$ cat src/rtl/uart_word_tx.sv
// Buffered UART transmitter: words queue in a FIFO and go out MSB byte first, back-to-back frames.
// Optional even parity bit per frame when UART_TX_PARITY_EN is defined.
module uart_word_tx #(
  parameter int CLKS_PER_BIT = 234,
  parameter int WORD_BYTES   = 4,
  parameter int FIFO_DEPTH   = 4,
  parameter int STOP_BITS    = 1
) (
  input  logic                          clk,
  input  logic                          reset_n,
  input  logic [8*WORD_BYTES-1:0]       in_data,
  input  logic                          in_valid,
  output logic                          in_ready,
  output logic                          uart_tx,
  output logic                          busy,
  output logic [$clog2(FIFO_DEPTH):0]   fifo_count
);

  localparam int DW = 8 * WORD_BYTES;
  localparam int CW = $clog2(CLKS_PER_BIT);
  localparam int PW = $clog2(FIFO_DEPTH);
  localparam int BW = (WORD_BYTES > 1) ? $clog2(WORD_BYTES) : 1;

  localparam logic [CW-1:0] CNT_LAST  = CW'(CLKS_PER_BIT - 1);
  localparam logic [BW-1:0] BYTE_LAST = BW'(WORD_BYTES - 1);
  localparam logic          STOP_LAST = 1'(STOP_BITS - 1);
  localparam logic [PW:0]   FIFO_FULL = (PW + 1)'(FIFO_DEPTH);

  localparam logic [2:0] S_IDLE   = 3'd0;
  localparam logic [2:0] S_START  = 3'd1;
  localparam logic [2:0] S_DATA   = 3'd2;
`ifdef UART_TX_PARITY_EN
  localparam logic [2:0] S_PARITY = 3'd3;
`endif
  localparam logic [2:0] S_STOP   = 3'd4;

  logic [2:0]    state_q, state_d;
  logic [CW-1:0] clk_cnt_q, clk_cnt_d;
  logic [2:0]    bit_idx_q, bit_idx_d;
  logic [BW-1:0] byte_idx_q, byte_idx_d;
  logic          stop_idx_q, stop_idx_d;
  logic [DW-1:0] word_q, word_d;
  logic [7:0]    cur_byte_d;
  logic          tx_q, tx_d;
  logic          bit_end;

  logic [DW-1:0] mem [FIFO_DEPTH];
  logic [PW-1:0] wr_ptr_q, rd_ptr_q;
  logic [PW:0]   count_q;
  logic          push, pop;
  logic [DW-1:0] head;

  assign in_ready   = (count_q != FIFO_FULL);
  assign push       = in_valid && in_ready;
  assign head       = mem[rd_ptr_q];
  assign bit_end    = (clk_cnt_q == CNT_LAST);
  assign busy       = (state_q != S_IDLE) || (count_q != '0);
  assign fifo_count = count_q;
  assign uart_tx    = tx_q;

  always_comb begin
    state_d    = state_q;
    bit_idx_d  = bit_idx_q;
    byte_idx_d = byte_idx_q;
    stop_idx_d = stop_idx_q;
    word_d     = word_q;
    pop        = 1'b0;
    clk_cnt_d  = (state_q == S_IDLE || bit_end) ? '0 : clk_cnt_q + 1'b1;

    case (state_q)
      S_IDLE: begin
        if (count_q != '0) begin
          pop        = 1'b1;
          word_d     = head;
          byte_idx_d = '0;
          state_d    = S_START;
        end
      end
      S_START: begin
        if (bit_end) begin
          bit_idx_d = '0;
          state_d   = S_DATA;
        end
      end
      S_DATA: begin
        if (bit_end) begin
          if (bit_idx_q == 3'd7) begin
            stop_idx_d = 1'b0;
`ifdef UART_TX_PARITY_EN
            state_d    = S_PARITY;
`else
            state_d    = S_STOP;
`endif
          end else begin
            bit_idx_d = bit_idx_q + 3'd1;
          end
        end
      end
`ifdef UART_TX_PARITY_EN
      S_PARITY: begin
        if (bit_end) begin
          stop_idx_d = 1'b0;
          state_d    = S_STOP;
        end
      end
`endif
      S_STOP: begin
        if (bit_end) begin
          if (stop_idx_q != STOP_LAST) begin
            stop_idx_d = 1'b1;
          end else if (byte_idx_q != BYTE_LAST) begin
            byte_idx_d = byte_idx_q + 1'b1;
            word_d     = word_q << 8;
            state_d    = S_START;
          end else if (count_q != '0) begin
            // Chain straight into the next word so frames stay gap-free.
            pop        = 1'b1;
            word_d     = head;
            byte_idx_d = '0;
            state_d    = S_START;
          end else begin
            state_d = S_IDLE;
          end
        end
      end
      default: state_d = S_IDLE;
    endcase
  end

  // Line level is registered from the next-state decode so the pin never glitches.
  always_comb begin
    cur_byte_d = word_d[DW-1 -: 8];
    case (state_d)
      S_START:  tx_d = 1'b0;
      S_DATA:   tx_d = cur_byte_d[bit_idx_d];
`ifdef UART_TX_PARITY_EN
      S_PARITY: tx_d = ^cur_byte_d;
`endif
      default:  tx_d = 1'b1;
    endcase
  end

  always_ff @(posedge clk or negedge reset_n) begin
    if (!reset_n) begin
      state_q    <= S_IDLE;
      clk_cnt_q  <= '0;
      bit_idx_q  <= '0;
      byte_idx_q <= '0;
      stop_idx_q <= 1'b0;
      word_q     <= '0;
      tx_q       <= 1'b1;
    end else begin
      state_q    <= state_d;
      clk_cnt_q  <= clk_cnt_d;
      bit_idx_q  <= bit_idx_d;
      byte_idx_q <= byte_idx_d;
      stop_idx_q <= stop_idx_d;
      word_q     <= word_d;
      tx_q       <= tx_d;
    end
  end

  always_ff @(posedge clk or negedge reset_n) begin
    if (!reset_n) begin
      wr_ptr_q <= '0;
      rd_ptr_q <= '0;
      count_q  <= '0;
    end else begin
      if (push) wr_ptr_q <= wr_ptr_q + 1'b1;
      if (pop)  rd_ptr_q <= rd_ptr_q + 1'b1;
      if (push && !pop)      count_q <= count_q + 1'b1;
      else if (pop && !push) count_q <= count_q - 1'b1;
    end
  end

  always_ff @(posedge clk) begin
    if (push) mem[wr_ptr_q] <= in_data;
  end

endmodule

$ cat config.mk
export PLATFORM = sky130hd
export DESIGN_NAME = uart_word_tx
export DESIGN_NICKNAME = d
export VERILOG_FILES = /design/src/rtl/uart_word_tx.sv
export SDC_FILE = /design/constraint.sdc
export NUM_CORES = 1
export LEC_CHECK = 0
export ABC_CLOCK_PERIOD_IN_PS = 4800
export BUFFER_PORTS_ARGS = -buffer_cell sky130_fd_sc_hd__buf_2
export CORE_MARGIN = 1.5
export CORE_UTILIZATION = 32
export CTS_BUF_LIST = sky130_fd_sc_hd__clkbuf_16
export DETAILED_ROUTE_END_ITERATION = 10
export GPL_TIMING_DRIVEN = 0
export PLACE_DENSITY = 0.57
export SLEW_MARGIN = 10
export SYNTH_ARGS = -nofsm -noshare
export SYNTH_HDL_FRONTEND = slang
export SYNTH_SLANG_ARGS = --single-unit
$ cat constraint.sdc
create_clock -name clk -period 4.8 [get_ports clk]
set_clock_uncertainty 0.1 [all_clocks]
set_input_delay 0.24 -clock clk [delete_from_list [all_inputs] [get_ports clk]]
set_output_delay 0.24 -clock clk [all_outputs]
set_load 0.05 [all_outputs]
==> metrics.md <==
| Metric | Value |
|---|---|
| Syn Area/Cell | around 16 sq um |
| CP arrival | approximately 3.3 ns |
| Worst Setup Start Kind | register |
| Logic pwr share | 13.2% |
| Final wirelength | 14,770 microns |
| Die X | approximately 160 microns |
| Setup ws final | between 1.5 and 2 ns |
| Post-synth EDFFs | 128 |
| Syn_nets | between 500 and 600 |
| Sequential area share after synthesis | a little over two thirds |
| GR Layer Usage met2 | about 23% |
| Die area | 24,520 sq um |
| Global placement routability congestion | 0.7808 |
| Via Count | 4,250 |
| Layout fillers | between 2,000 and 2,500 |
| Setup violators final | 0 |
| Pin count of the biggest net entering global routing | 57 |
| Commonest cells in the synthesized netlist | edfxtp_1, nand2_1, dfrtp_1, mux4_2, nand3_1 |
| Worst Path Max Fanout | 10 |
| Port buffer count | 40 |
| Routed WL per cell | 16.48 microns |
| Share of cells above drive strength 1 | a little under a quarter |
| Final hold vios | 0 |
| Total track usage | between 10% and 20% |
| Synth Cell Area | approximately 7500 sq um |
| R2R Setup Slk | about 1.7 ns |
| Vias/cell | approximately 4.7 |
| # IOs | just over 40 |
| Slew HR | 50.16% |
| CTS tree | yes |
| WS Path Type | reg -> reg |
| Met3 GRT Util | 2.852% |
| Sw Pwr | 0.9641 mW |
| Worst EP required | approximately 5.0 ns |
| Clock share of power | between 30% and 40% |
| Total grt overflow | 0 |
| First-pass GRT wire length | between 20,000 and 25,000 microns |
| Count leader, synth | edfxtp_1 |
| CTS Buf Count | 17 |
| GRT Max-Usage Layer | met2 |
| PwrDens | 424.7 nW/um^2 |
| Int Power | slightly below 3 mW |
| RSZ-0062 raised after global routing | false |
| Cells after Synth | 468 |
| Num rows | 56 |
| Antenna cells | 0 |
| Number of global-route vias before repair | 4,531 |
| CTS root buf | clkbuf_16 |
| Die Ht | ~160 microns |
| Max Clk Rate | around 320 MHz |
| Reg clk slew, reported paths | 0.07 ns |
| Sw Share | about a quarter |
| HP Class | in -> reg |
| Maximum clock insertion buffer count | 2 |
| Syn-to-layout area delta | 21.16% |
| Initial drt markers | ~270 |
| Initial antenna violation count | 0 |
| Yosys reg bits | between 150 and 200 |
| Pre-CTS worst setup slack | between 1.5 and 2 ns |
| Synthesis Warnings | 0 |
| Crit path time final | around 3.1 ns |
| Largest cells by area after synthesis | edfxtp_1, dfrtp_1, mux4_2, nand2_1, a32oi_1 |
| # resized after CTS | 0 |
| Core box area | 23,330 sq um |
| DR DRC count | 0 |
| Max-cap violations | 0 |
| Status | completed |
| Met1 Use GR | 16.13% |
| Leakage power | between 3 and 4 nW |
| Number of H-tree levels | 4 |
| Worst skew pair latency | ~0.42 ns |
| Ratio of final minimum period to clock period | around 64% |
| Slew Limit Fails | 0 |
| Register share of total power | between 50% and 60% |
| CTS Sinks | 184 |
| DRT antenna net count | 0 |
| 1st-pass router iterations | 5 |
| Dpl hpwl | around 10,000 microns |
| Initial Util | 32.36% |
| Critical Path End Type | register |
| Post-synthesis cell type count | 56 |
| Ys flop type | edfxtp_1 |
| Worst-margin pin slew | 0.7457 ns |
| Async S/R FF share, synth | between 30% and 40% |
| Dominant cell type by area after synthesis | edfxtp_1 |
| Nets | roughly 610 |
| Top-area cell type share of the netlist area | about half |
| Setup_tns | 0 ns |
| VDD IR-drop max | roughly 0.24 mV |
==> through the flow <==
stage / total power, mW / area, sq um / instances / hold slack (ns) / utilization, %
floorplan: 2.341 / 7550 / 468 / -0.1556 / -
global placement: 2.513 / 8149 / 827 / 0.3482 / 34.93
detailed placement: 2.570 / 8234 / 831 / 0.3460 / 35.29
CTS: 3.935 / 9135 / 895 / 0.02585 / 39.15
global route: 4.052 / 9148 / 896 / 0.2609 / 39.21
finish: 3.885 / 9148 / 896 / 0.2211 / 39.21
==> cell type report <==
class,instances,area (sq um),share of cell area (%)
multi-input combinational,251,2147,23.47
inverter,11,41.29,0.4514
sequential,184,5246,57.35
tap,319,399.1,4.363
clock inverter,15,155.1,1.696
clock buffer,17,425.4,4.651
timing repair buffer,77,613.1,6.702
buffer,22,120.1,1.313
==> sequential cells by signal, indices dropped and copies added, names as in the netlist <==
register,flops
mem,128
word_q,32
clk_cnt_q,8
bit_idx_q,3
fifo_count,3
state_q,3
byte_idx_q,2
rd_ptr_q,2
wr_ptr_q,2
uart_tx,1
==> critical path, stage by stage, from the launching register on <==
cell	delay (ns)
dfrtp_1	0.39
clkbuf_1	0.23
nor2_1	0.44
nand2_1	0.18
nor2_1	0.24
buf_2	0.27
inv_1	0.15
ha_1	0.23
inv_1	0.07
fa_1	0.41
mux2_2	0.27
==> power by group through the flow <==
stage	Combinational [mW]	Sequential [mW]	Clock, mW
detailed placement	0.507	2.06	0
CTS	0.531	2.03	1.37
global route	0.561	2.05	1.44
global placement	0.449	2.06	0
finish	0.513	2.03	1.34
floorplan	0.249	2.09	0
==> placed cells by master, fill, tap and decap left out, types with 3 or more instances in the layout <==
cell	instances
nand3b_1	3
xnor2_1	5
and3_2	4
buf_6	3
mux4_2	32
dlygate4sd3_1	33
inv_6	3
dfrtp_1	55
a32oi_1	16
edfxtp_1	128
buf_4	3
clkbuf_16	17
o21ai_0	10
buf_12	4
xor2_1	6
clkbuf_1	9
inv_1	13
a221o_1	3
clkinvlp_4	4
nand2_1	61
clkinv_4	3
nor2_1	19
nand3_1	25
ha_1	9
a21oi_1	9
a31oi_1	3
buf_2	45
==> worst paths after layout <==
path / depth (start not counted) / start / to
max: 10 / state_q[1] / fifo_count[1]
min: 3 / in_valid / wr_ptr_q[0]
max reg2reg: 10 / state_q[1] / fifo_count[1]
min reg2reg: 2 / word_q[3] / word_q[11]
max in group asynchronous: 2 / reset_n / word_q[0]
min in group asynchronous: 2 / reset_n / bit_idx_q[1]
==> per-layer routing <==
layer / wire length [microns] / share of wire [%]
met1: 6300 / 43
met4: 162 / 1.1
met2: 7876 / 53
met3: 428 / 2.9
met5: 0 / 0
==> cell families after synthesis <==
| group | after synthesis | synth area share (%) |
|---|---|---|
| simple gates | 133 | 8.253 |
| fa+ha+maj | 10 | 1.757 |
| buf+inv | 33 | 2.138 |
| mux | 35 | 9.977 |
| xor+xnor | 11 | 1.276 |
| flops | 184 | 69.49 |
| compound gates | 62 | 7.110 |
==> timing repair <==
item                                   in CTS  in global routing
setup buffers                               0                  0
endpoints found under the hold margin     128                 55
hold buffers                               32                  1
Note: power is estimated with default switching activity, not from simulation.
